$ cat config.mk
export PLATFORM = sky130hd
export DESIGN_NAME = ahbl_sim_splitter
export DESIGN_NICKNAME = d
export VERILOG_FILES = /design/src/rtl/ahbl_sim_pkg.sv /design/src/rtl/ahbl_sim_addr_decode.sv /design/src/rtl/ahbl_sim_splitter.sv
export SDC_FILE = /design/constraint.sdc
export NUM_CORES = 1
export LEC_CHECK = 0
export BUFFER_PORTS_ARGS = -buffer_cell sky130_fd_sc_hd__buf_2
export CAP_MARGIN = 15
export CORE_AREA = 2 2 134 136
export DETAILED_ROUTE_END_ITERATION = 12
export DIE_AREA = 0 0 136 138
export GPL_ROUTABILITY_DRIVEN = 0
export HOLD_SLACK_MARGIN = 0.06
export PLACE_DENSITY_LB_ADDON = 0.3
export SYNTH_ARGS = -nofsm -noshare
export SYNTH_HDL_FRONTEND = slang
export SYNTH_HIERARCHICAL = 1
export SYNTH_SLANG_ARGS = --single-unit
export TNS_END_PERCENT = 10
$ cat constraint.sdc
create_clock -name clk -period 1.45 [get_ports clk]
set_input_delay 0.145 -clock clk [delete_from_list [all_inputs] [get_ports clk]]
set_output_delay 0.145 -clock clk [all_outputs]
set_load 0.02 [all_outputs]
$ cat src/rtl/ahbl_sim_pkg.sv
// Shared AHB-Lite constants and the data-phase owner encoding for the
// simulation splitter family.
// Optional feature macro: AHBL_SIM_SPLITTER_DECODE_ERR_EN. When it is defined,
// unmapped addresses get an ERROR response. When it is undefined, unmapped
// addresses go to port 0 and the ERR states are not part of the encoding.
package ahbl_sim_pkg;

  localparam logic [1:0] HTRANS_IDLE = 2'b00;
  localparam logic [1:0] HTRANS_BUSY = 2'b01;
  localparam logic [1:0] HTRANS_NSEQ = 2'b10;
  localparam logic [1:0] HTRANS_SEQ  = 2'b11;

  localparam logic HRESP_OKAY  = 1'b0;
  localparam logic HRESP_ERROR = 1'b1;

  // Which downstream port (if any) owns the data phase currently on the bus.
`ifdef AHBL_SIM_SPLITTER_DECODE_ERR_EN
  typedef enum logic [2:0] {
    DSEL_NONE = 3'd0,
    DSEL_S0   = 3'd1,
    DSEL_S1   = 3'd2,
    DSEL_ERR1 = 3'd3,
    DSEL_ERR2 = 3'd4
  } dsel_t;
`else
  typedef enum logic [2:0] {
    DSEL_NONE = 3'd0,
    DSEL_S0   = 3'd1,
    DSEL_S1   = 3'd2
  } dsel_t;
`endif

endpackage

$ cat src/rtl/ahbl_sim_addr_decode.sv
// Combinational address decoder for the AHB-Lite simulation splitter.
// Port 0 takes priority where the two regions overlap.
// Optional feature macro: AHBL_SIM_SPLITTER_DECODE_ERR_EN. When it is
// undefined, every address that does not hit port 1 goes to port 0, so no
// address is left unmapped.
module ahbl_sim_addr_decode #(
  parameter int                W_ADDR  = 32,
  parameter logic [W_ADDR-1:0] S0_BASE = 32'h0000_0000,
  parameter logic [W_ADDR-1:0] S0_MASK = 32'hf000_0000,
  parameter logic [W_ADDR-1:0] S1_BASE = 32'h8000_0000,
  parameter logic [W_ADDR-1:0] S1_MASK = 32'hf000_0000
) (
  input  logic [W_ADDR-1:0] haddr,
  output logic              hit0,
  output logic              hit1
);

  localparam logic [W_ADDR-1:0] REGION_BASE [2] = '{S0_BASE, S1_BASE};
  localparam logic [W_ADDR-1:0] REGION_MASK [2] = '{S0_MASK, S1_MASK};

  // Raw region match, before overlap priority is applied.
  logic [1:0] raw_hit;

  genvar gi;
  generate
    for (gi = 0; gi < 2; gi++) begin : g_region
      assign raw_hit[gi] = (haddr & REGION_MASK[gi]) == REGION_BASE[gi];
    end
  endgenerate

  // Port 1 only wins when port 0 does not claim the address.
  assign hit1 = raw_hit[1] & ~raw_hit[0];

`ifdef AHBL_SIM_SPLITTER_DECODE_ERR_EN
  assign hit0 = raw_hit[0];
`else
  // Port 0 is the default route for everything that does not hit port 1.
  assign hit0 = ~hit1;
`endif

endmodule

$ cat src/rtl/ahbl_sim_splitter.sv
// 1-to-2 AHB-Lite splitter. Port 0 is the testbench memory and port 1 is the
// sim control slave. The request path is combinational. A registered
// data-phase owner selects which response goes back to the master.
// Optional feature macro: AHBL_SIM_SPLITTER_DECODE_ERR_EN. When it is defined,
// unmapped accesses get a two-cycle ERROR response. When it is undefined,
// unmapped accesses go to port 0.
module ahbl_sim_splitter
  import ahbl_sim_pkg::*;
#(
  parameter int                W_ADDR  = 32,
  parameter int                W_DATA  = 32,
  parameter logic [W_ADDR-1:0] S0_BASE = 32'h0000_0000,
  parameter logic [W_ADDR-1:0] S0_MASK = 32'hf000_0000,
  parameter logic [W_ADDR-1:0] S1_BASE = 32'h8000_0000,
  parameter logic [W_ADDR-1:0] S1_MASK = 32'hf000_0000
) (
  input  logic              clk,
  input  logic              rst_n,

  output logic              ahbls_hready_resp,
  input  logic              ahbls_hready,
  output logic              ahbls_hresp,
  input  logic [W_ADDR-1:0] ahbls_haddr,
  input  logic              ahbls_hwrite,
  input  logic [1:0]        ahbls_htrans,
  input  logic [2:0]        ahbls_hsize,
  input  logic [2:0]        ahbls_hburst,
  input  logic [3:0]        ahbls_hprot,
  input  logic              ahbls_hmastlock,
  input  logic [W_DATA-1:0] ahbls_hwdata,
  output logic [W_DATA-1:0] ahbls_hrdata,

  output logic [W_ADDR-1:0] ahbm0_haddr,
  output logic              ahbm0_hwrite,
  output logic [1:0]        ahbm0_htrans,
  output logic [2:0]        ahbm0_hsize,
  output logic [2:0]        ahbm0_hburst,
  output logic [3:0]        ahbm0_hprot,
  output logic              ahbm0_hmastlock,
  output logic [W_DATA-1:0] ahbm0_hwdata,
  output logic              ahbm0_hready,
  input  logic              ahbm0_hready_resp,
  input  logic              ahbm0_hresp,
  input  logic [W_DATA-1:0] ahbm0_hrdata,

  output logic [W_ADDR-1:0] ahbm1_haddr,
  output logic              ahbm1_hwrite,
  output logic [1:0]        ahbm1_htrans,
  output logic [2:0]        ahbm1_hsize,
  output logic [2:0]        ahbm1_hburst,
  output logic [3:0]        ahbm1_hprot,
  output logic              ahbm1_hmastlock,
  output logic [W_DATA-1:0] ahbm1_hwdata,
  output logic              ahbm1_hready,
  input  logic              ahbm1_hready_resp,
  input  logic              ahbm1_hresp,
  input  logic [W_DATA-1:0] ahbm1_hrdata
);

  logic  hit0;
  logic  hit1;
  dsel_t dsel_reg;

  ahbl_sim_addr_decode #(
    .W_ADDR  (W_ADDR),
    .S0_BASE (S0_BASE),
    .S0_MASK (S0_MASK),
    .S1_BASE (S1_BASE),
    .S1_MASK (S1_MASK)
  ) u_decode (
    .haddr (ahbls_haddr),
    .hit0  (hit0),
    .hit1  (hit1)
  );

  // Address-phase fields go to both ports unchanged. Only htrans is masked,
  // so a port that is not addressed sees IDLE.
  assign ahbm0_haddr     = ahbls_haddr;
  assign ahbm0_hwrite    = ahbls_hwrite;
  assign ahbm0_hsize     = ahbls_hsize;
  assign ahbm0_hburst    = ahbls_hburst;
  assign ahbm0_hprot     = ahbls_hprot;
  assign ahbm0_hmastlock = ahbls_hmastlock;
  assign ahbm0_hwdata    = ahbls_hwdata;
  assign ahbm0_hready    = ahbls_hready;
  assign ahbm0_htrans    = hit0 ? ahbls_htrans : HTRANS_IDLE;

  assign ahbm1_haddr     = ahbls_haddr;
  assign ahbm1_hwrite    = ahbls_hwrite;
  assign ahbm1_hsize     = ahbls_hsize;
  assign ahbm1_hburst    = ahbls_hburst;
  assign ahbm1_hprot     = ahbls_hprot;
  assign ahbm1_hmastlock = ahbls_hmastlock;
  assign ahbm1_hwdata    = ahbls_hwdata;
  assign ahbm1_hready    = ahbls_hready;
  assign ahbm1_htrans    = hit1 ? ahbls_htrans : HTRANS_IDLE;

  // Data-phase owner. It advances only on hready edges, so it holds while a
  // port stalls. The first error cycle always moves on to the second.
  always_ff @(posedge clk or negedge rst_n) begin
    if (!rst_n) begin
      dsel_reg <= DSEL_NONE;
`ifdef AHBL_SIM_SPLITTER_DECODE_ERR_EN
    end else if (dsel_reg == DSEL_ERR1) begin
      dsel_reg <= DSEL_ERR2;
`endif
    end else if (ahbls_hready) begin
      if (!ahbls_htrans[1]) begin
        dsel_reg <= DSEL_NONE;
`ifdef AHBL_SIM_SPLITTER_DECODE_ERR_EN
      end else if (hit0) begin
        dsel_reg <= DSEL_S0;
      end else if (hit1) begin
        dsel_reg <= DSEL_S1;
      end else begin
        dsel_reg <= DSEL_ERR1;
      end
`else
      end else if (hit1) begin
        dsel_reg <= DSEL_S1;
      end else begin
        dsel_reg <= DSEL_S0;
      end
`endif
    end
  end

  // Response mux. With no data phase in progress the splitter answers OKAY
  // itself. Errors take two cycles: a stalled ERROR cycle, then a ready one.
  always_comb begin
    ahbls_hready_resp = 1'b1;
    ahbls_hresp       = HRESP_OKAY;
    ahbls_hrdata      = '0;
    case (dsel_reg)
      DSEL_S0: begin
        ahbls_hready_resp = ahbm0_hready_resp;
        ahbls_hresp       = ahbm0_hresp;
        ahbls_hrdata      = ahbm0_hrdata;
      end
      DSEL_S1: begin
        ahbls_hready_resp = ahbm1_hready_resp;
        ahbls_hresp       = ahbm1_hresp;
        ahbls_hrdata      = ahbm1_hrdata;
      end
`ifdef AHBL_SIM_SPLITTER_DECODE_ERR_EN
      DSEL_ERR1: begin
        ahbls_hready_resp = 1'b0;
        ahbls_hresp       = HRESP_ERROR;
      end
      DSEL_ERR2: begin
        ahbls_hresp       = HRESP_ERROR;
      end
`endif
      default: begin
      end
    endcase
  end

endmodule

=== Yosys cells after proc, flatten, opt, wreduce, memory -nomap -nowiden ===
Index checks and enable logic that the tools add are counted.
W data, S select, Z words.

* Reductions and logical operators: 1
* Eq/ne operators: 3
* Multiplexer cells: 7
* Bitwise logic cells: 2

{| class="wikitable"
|+ Operators by type and width
! kind !! count
|-
| $pmux W32 S2 || 1
|-
| $logic_not A32 Y1 || 1
|-
| $mux W2 || 4
|-
| $eq A4 B4 Y1 const B || 1
|-
| $pmux W1 S2 || 2
|-
| $eq A3 B1 Y1 const B || 1
|-
| $eq A3 B2 Y1 const B || 1
|-
| $and A1 B1 Y1 || 1
|-
| $not A1 Y1 || 1
|}

* Bits in registers: 3
* Input port bits: 149
* Output and inout bits: 192

=== Longest topological paths before layout ===
Gate-level depths: netlist of run 1.

* Depth in word-level cells: 5
* Gate-level depth with buffers: 6
* Depth with buffers taken out: 4

=== Cells and area by module ===
The synthesis of run 1 kept the hierarchy.

{| class="wikitable"
|+ By module, submodules not included
! module !! instances !! area each (um^2) !! seq. area each (um^2) !! cells an instance
|-
| ahbl_sim_splitter || 1 || 1954.4 || 50.0 || 247
|-
| ahbl_sim_addr_decode || 1 || 18.8 || 0.0 || 2
|}

=== Worst setup path before layout of run 1 ===
OpenSTA, ideal clock, no wires.

* Path kind: flip-flop to output port
* Start: register dsel_reg[0]
* End: output ahbls_hrdata[0]
* Slack: 51 ps
* Data arrival time: 1254 ps
* Path buffers: 2
* Stages on the path, launching flop included: 6
* Path through: dfrtp_1 > inv_1 > ha_1 > clkbuf_2 > buf_2 > nor2_1

* Longest elaborated chain between the ends: 2
* Elaborated cells between the ends (all ways): 3

{| class="wikitable"
|+ RTL lines
! what !! RTL line !! RTL
|-
| from (decl) || ahbl_sim_splitter.sv:62 || <nowiki>dsel_t dsel_reg;</nowiki>
|-
| from (signal assigned) || ahbl_sim_splitter.sv:102 || <nowiki>dsel_reg <= DSEL_NONE;</nowiki>
|-
| from (signal assigned) || ahbl_sim_splitter.sv:109 || <nowiki>dsel_reg <= DSEL_NONE;</nowiki>
|-
| from (signal assigned) || ahbl_sim_splitter.sv:120 || <nowiki>dsel_reg <= DSEL_S1;</nowiki>
|-
| $eq A3 B2 Y1 / $eq A3 B1 Y1 (equally long branches) || ahbl_sim_splitter.sv:134 || <nowiki>case (dsel_reg)</nowiki>
|-
| $pmux W32 S2 (*) || ahbl_sim_splitter.sv:134 ||
|-
| to (decl) || ahbl_sim_splitter.sv:31 || <nowiki>output logic [W_DATA-1:0] ahbls_hrdata,</nowiki>
|}

Mark *: on every way between the ends. The rest lies on a longest branch, timed or not.

=== Worst setup path after layout of run 1 ===
* Start: register dsel_reg[0]
* End: output ahbls_hready_resp

* Longest elaborated chain between the ends: 2
* Elaborated cells between the ends (all ways): 3

{| class="wikitable"
|+ RTL lines
! what !! RTL line !! RTL
|-
| $eq A3 B2 Y1 / $eq A3 B1 Y1 (equally long branches) || ahbl_sim_splitter.sv:134 ||
|-
| $pmux W1 S2 (*) || ahbl_sim_splitter.sv:134 ||
|-
| to (decl) || ahbl_sim_splitter.sv:20 || <nowiki>output logic ahbls_hready_resp,</nowiki>
|}

Marks and branches as above.

==> out/results.tsv, run 1 <==
metric	value	unit
htreeDepth	1	
worst_setup_path_start_kind	register	
placed_area	0.001708	mm^2
yosysSeqAreaShare	0.02536	
numCtsBuffers	3	
reg2reg_from	dsel_reg[1]$_DFFE_PN0P_	
fp.dieW	136	um
synth_common_cells	buf_4 (154), nor2_1 (33), a22oi_2 (30), buf_6 (5), and2_1 (4)	
tightest_slew	0.4651	ns
nNetsFinal	381	
synth_top_cell_by_area	buf_4	
dr.pass1.iters	4	
crit_start	dsel_reg[0]$_DFFE_PN0P_	
syn2layout_area_growth	9.956	%
grt_pass1_vias	1412	
synth-seq-cells	2	
grt_util_all_layers	0.05468	
clk_latency	0.22	ns
final_antenna_net_count	0	
fillers	2028	
path_max_fanout	7	
timing.fmax	606.9	MHz
async_flop_share	1.000	
min_from	ahbls_hready	
final_area	0.002170	mm^2
cp_slowest_stage_delay	0.41	ns
largest_register_ffs	2	
core.rowCount	49	
synth_top_area_frac	0.5859	
grt_pass1_wl	7748	um
drv_cap	0	
ys_dominant_reg_cell	dfrtp_1	
crit_arrival	1.50	ns
drv_slew	0	
synth_fp_nets	400	
ys_types	18	
synth.most_common_cell	buf_4	
status	finished with violations	
finalCritPeriodShare	1.136	
root_buffer	clkbuf_16	
die_area	0.01877	mm^2
synth.area.top_cells	buf_4 (59%), a22oi_2 (19%), nor2_1 (6.3%), buf_12 (3.0%), buf_6 (2.9%)	
cts.path.max_buffers	2	
fin_tns_setup	-4.822	ns
yosysWarnings	6	
coreArea	0.01753	mm^2
power.density	560.6	mW/mm^2
grt_antenna_before_repair	1	
n_antenna_cell	0	
synth_edf_count	0	
multiInputGateArea	693.2	um^2
pre_cts_slack	-0.03634	ns
register_area	50.05	um^2
fin_worst_skew	0	ns
hold_path.class	input pin to register	
grt_setup_unrepaired	true	
cp.required	1.31	ns
route.detailed.drc	0	
avgRoutedWirePerCell	12.98	um
setup_ws	-0.1978	ns
vias	1377	
cts_tree	yes	
drt-total-wl	5931	um
grt_max_degree	20	
io_buffers	124	
dieHeight	138	um
leakage	0.0009368	uW
failed_checks	negative setup slack	
grt.overflow.total	0	
layout-drive-gt1-share	0.8289	
crit_chain	inv_2, ha_4, buf_12, a221o_1, buf_6	
critPathSlowestCell	dfrtp_1	
slew_headroom	0.6856	
post-dp-hpwl	4429	um
clock-sinks	2	
crit_type	register to output pin	
finalHoldViolCount	0	
drt-initial-drc-count	24	
end_kind	output pin	
min_period	1.648	ns
setup_viol	34	
ir_drop	319.8	uV
syn_avg_cell_area	7.924	um^2
routed_via_density	3.013	
start_util	0.1125	
path_clk_slew	0.03	ns
synthCells	249	
synth_area	0.001973	mm^2
io_pins	341	
==> kinds of logic (layout without fill, tap and decap cells) <==
kind of cell,count (synthesis),after routing,share of synthesized area
AO/OA/AOI/OAI,36,36,0.2118
buffers and inverters,168,147,0.6588
AND/OR/NAND/NOR,41,41,0.09131
adder cells (fa/ha/maj),2,2,0.01268
flip-flops,2,2,0.02537
==> cell type report <==
cell class / count / share of cell area
Sequential cell: 2 / 0.02307
Timing Repair Buffer: 142 / 0.4873
Multi-Input combinational cell: 79 / 0.3195
Inverter: 2 / 0.003460
Clock buffer: 3 / 0.03460
Tap cell: 229 / 0.1321
==> routing by layer <==
layer | track usage | share of wire | vias to the layer above
li1 | - | - | 620
met1 | 0.04807 | 0.32 | 606
met2 | 0.09548 | 0.50 | 106
met3 | 0.02860 | 0.13 | 43
met4 | 0.03673 | 0.053 | 2
met5 | 0 | 0.0022 | -
==> placed cells by master, fill, tap and decap left out, drive strengths merged <==
master	count
a22oi	33
bufbuf	1
nor2	33
a221o	1
inv	2
buf	136
nor4b	1
nand3	1
or4b	1
o21ai	2
clkbuf	7
nand3b	1
dfrtp	2
and2	4
dlygate4sd3	1
ha	2
==> report_power, final <==
part           switching [uW]  internal (uW)
registers                4.21           59.6
logic                     360            378
clock network            63.9            351
==> path summary, 6_finish.rpt <==
kind	end	slack (ns)	cells past startpoint
min	dsel_reg[1]$_DFFE_PN0P_	0.21	2
max reg2reg	dsel_reg[1]$_DFFE_PN0P_	0.63	3
min reg2reg	dsel_reg[0]$_DFFE_PN0P_	0.72	3
max in group asynchronous	dsel_reg[0]$_DFFE_PN0P_	1.05	2
min in group asynchronous	dsel_reg[1]$_DFFE_PN0P_	0.27	2
max	ahbls_hready_resp	-0.20	5
==> metrics by stage <==
| stage | util | hold slack, ns | total power, uW | cells |
|---|---|---|---|---|
| after floorplan | - | -0.1506 | 963.4 | 249 |
| final | 0.1237 | 0.2116 | 1216 | 457 |
| after CTS | 0.1147 | 0.2088 | 1175 | 451 |
| after global placement | 0.09740 | -0.04770 | 611.8 | 443 |
| after global routing | 0.1237 | 0.2325 | 1282 | 457 |
| after detailed placement | 0.09740 | -0.04618 | 619.5 | 443 |
==> critical path: cells and delay by family, from the launching register on <==
kind	cells	cell delay (ns)
AO/OA/AOI/OAI	1	0.28
adder cells (fa/ha/maj)	1	0.22
flip-flops	1	0.41
buffers and inverters	3	0.37
==> timing repair <==
action                                  in CTS  in global routing
endpoints found under the setup margin      34                 34
resized for setup                           46                 14
hold buffers                                 1                  0
hold endpoints to repair                     2                  0
setup buffers                                3                  2
pin swaps                                    1                  7
gates cloned                                 1                  4
Power figures use the tool's default switching activity.
==> run 2: changes to the inputs <==
- BUFFER_PORTS_ARGS: -buffer_cell sky130_fd_sc_hd__buf_2 -> not set
- CORE_AREA: 2 2 134 136 -> 2 2 133 135
- DIE_AREA: 0 0 136 138 -> 0 0 135 137
- DONT_BUFFER_PORTS: not set -> 1
- GPL_ROUTABILITY_DRIVEN: 0 -> not set
==> out/results.tsv, run 2 (synthesized netlist as in run 1, its figures left out) <==
metric	value	unit	change
avgRoutedWirePerCell	14.50	um	+12%
route.detailed.drc	0		unchanged
drt-total-wl	5059	um	-15%
coreArea	0.01706	mm^2	-2.7%
setup_ws	-0.1849	ns	+0.01285 ns
crit_type	register to output pin		
utilization	0.09016		-0.03358
clk_latency	0.22	ns	about the same
syn2layout_area_growth	-22.07	%	
slew_headroom	0.6258		-0.05981
nNetsFinal	277		-27%
fin_worst_skew	0	ns	unchanged
grt.overflow.total	0		unchanged
whs	0.08636	ns	-0.1252 ns
critPathSlowestCell	a221o_1		
core.rowCount	48		-2.0%
grt_pass1_vias	1069		-24%
tightest_slew	0.5536	ns	+0.08846 ns
end_kind	output pin		
start_util	0.1157		+0.003153
hold_path.class	input pin to register		
finalCritPeriodShare	1.128		-0.008863
crit_arrival	1.49	ns	about the same
cts.path.max_buffers	2		unchanged
worst_setup_path_start_kind	register		
pre_cts_slack	-0.0004662	ns	+0.03588 ns
grt_util_all_layers	0.04747		-0.007214
n_antenna_cell	0		unchanged
mostFrequentLayoutCell	a22oi_2		
post-dp-hpwl	4066	um	-8.2%
root_buffer	clkbuf_16		
numCtsBuffers	3		unchanged
io_buffers	0		-100%
drt-initial-drc-count	18		-25%
leakage	0.0004691	uW	-50%
dieHeight	137	um	-0.72%
layout-drive-gt1-share	0.6613		-0.1677
fin_cells	349		-24%
cts_tree	yes		
failed_checks	negative setup slack		
vias	1013		-26%
clock-sinks	2		unchanged
dr.pass1.iters	2		-2
fp.dieW	135	um	-0.74%
fillers	1987		-2.0%
drv_cap	0		unchanged
place_congestion	0.5634		
power.density	623.3	mW/mm^2	+11%
setup_viol	34		unchanged
htreeDepth	1		unchanged
final_cell_mix	a22oi_2 (33), buf_4 (27), nor2_1 (25)		
path_clk_slew	0.03	ns	about the same
grt_pass1_wl	6361	um	-18%
final_antenna_net_count	0		unchanged
timing.fmax	611.7	MHz	+0.79%
dp_cells	341		-23%
drv_slew	0		unchanged
path_max_fanout	12		+5
routed_via_density	2.903		-3.7%
grt_antenna_before_repair	0		-1
cp_slowest_stage_delay	0.41	ns	about the same
finalHoldViolCount	0		unchanged
grt_max_degree	25		+25%
grt_setup_unrepaired	true		
largest_register_ffs	2		unchanged
die_area	0.01850	mm^2	-1.5%
min_period	1.635	ns	-0.01285 ns
cp.required	1.31	ns	about the same
io_pins	341		unchanged
crit_chain	buf_6, ha_4, buf_16, a221o_1		
status	finished with violations		
ir_drop	238.9	uV	-25%
## run 2: report_power, final
part | total, uW | switching (uW) | leakage, uW | internal, uW
sequential | 61.2 | 1.63 | 0.0000261 | 59.5
combinational | 484 | 273 | 0.000406 | 211
clock | 413 | 62.1 | 0.0000370 | 351
## run 2: final timing paths
check	start	end	slack (ns)	cells past startpoint
hold / removal	ahbls_htrans[1]	dsel_reg[1]$_DFFE_PN0P_	0.09	2
max in group asynchronous	rst_n	dsel_reg[0]$_DFFE_PN0P_	1.12	1
min in group asynchronous	rst_n	dsel_reg[1]$_DFFE_PN0P_	0.18	1
setup reg to reg	dsel_reg[0]$_DFFE_PN0P_	dsel_reg[0]$_DFFE_PN0P_	0.66	3
hold reg to reg	dsel_reg[1]$_DFFE_PN0P_	dsel_reg[1]$_DFFE_PN0P_	0.64	2
setup / recovery	dsel_reg[1]$_DFFE_PN0P_	ahbls_hready_resp	-0.18	4
## run 2: critical path, delay by kind of cell, from the launching register on
| kind | cells | cell delay (ns) |
|---|---|---|
| adders and majority gates | 1 | 0.19 |
| buffers and inverters | 2 | 0.29 |
| AOI/OAI and AO/OA | 1 | 0.41 |
| DFF | 1 | 0.37 |
## run 2: area by class of cell
type                            instances  area [um^2]  share of cell area
Multi-Input combinational cell         79        723.2              0.4703
Timing Repair Buffer                   38        400.4              0.2604
Tap cell                              225        281.5              0.1831
Clock buffer                            3        75.07             0.04882
Sequential cell                         2        50.05             0.03255
Inverter                                2        7.507            0.004882
## run 2: per-stage QoR
| step | area (um^2) | total power (uW) | setup TNS (ns) |
|---|---|---|---|
| 5_1_grt | 1538 | 1004 | -6.038 |
| 4_1_cts | 1491 | 952.9 | -4.905 |
| 2_1_floorplan | 1973 | 963.4 | 0 |
| 3_5_place_dp | 1277 | 468.2 | -0.0004662 |
| 6_report | 1538 | 958.4 | -4.018 |
| 3_3_place_gp | 1277 | 464.0 | 0 |
## run 2: routing by layer
metal,GRT usage,up-vias,wire length [um]
li1,-,409,-
met2,0.09532,127,2694
met4,0.02604,0,182
met3,0.02741,40,863
met1,0.03388,437,1319
met5,0,-,0
## run 2: repair_timing
| action | in CTS | in global routing |
|---|---|---|
| buffers inserted | 1 | 0 |
| gates cloned | 2 | 0 |
| pin swaps | 2 | 0 |
| hold endpoints to repair | 4 | 0 |
| endpoints found under the setup margin | 34 | 34 |
| hold buffers | 2 | 0 |
| resized for setup | 14 | 11 |
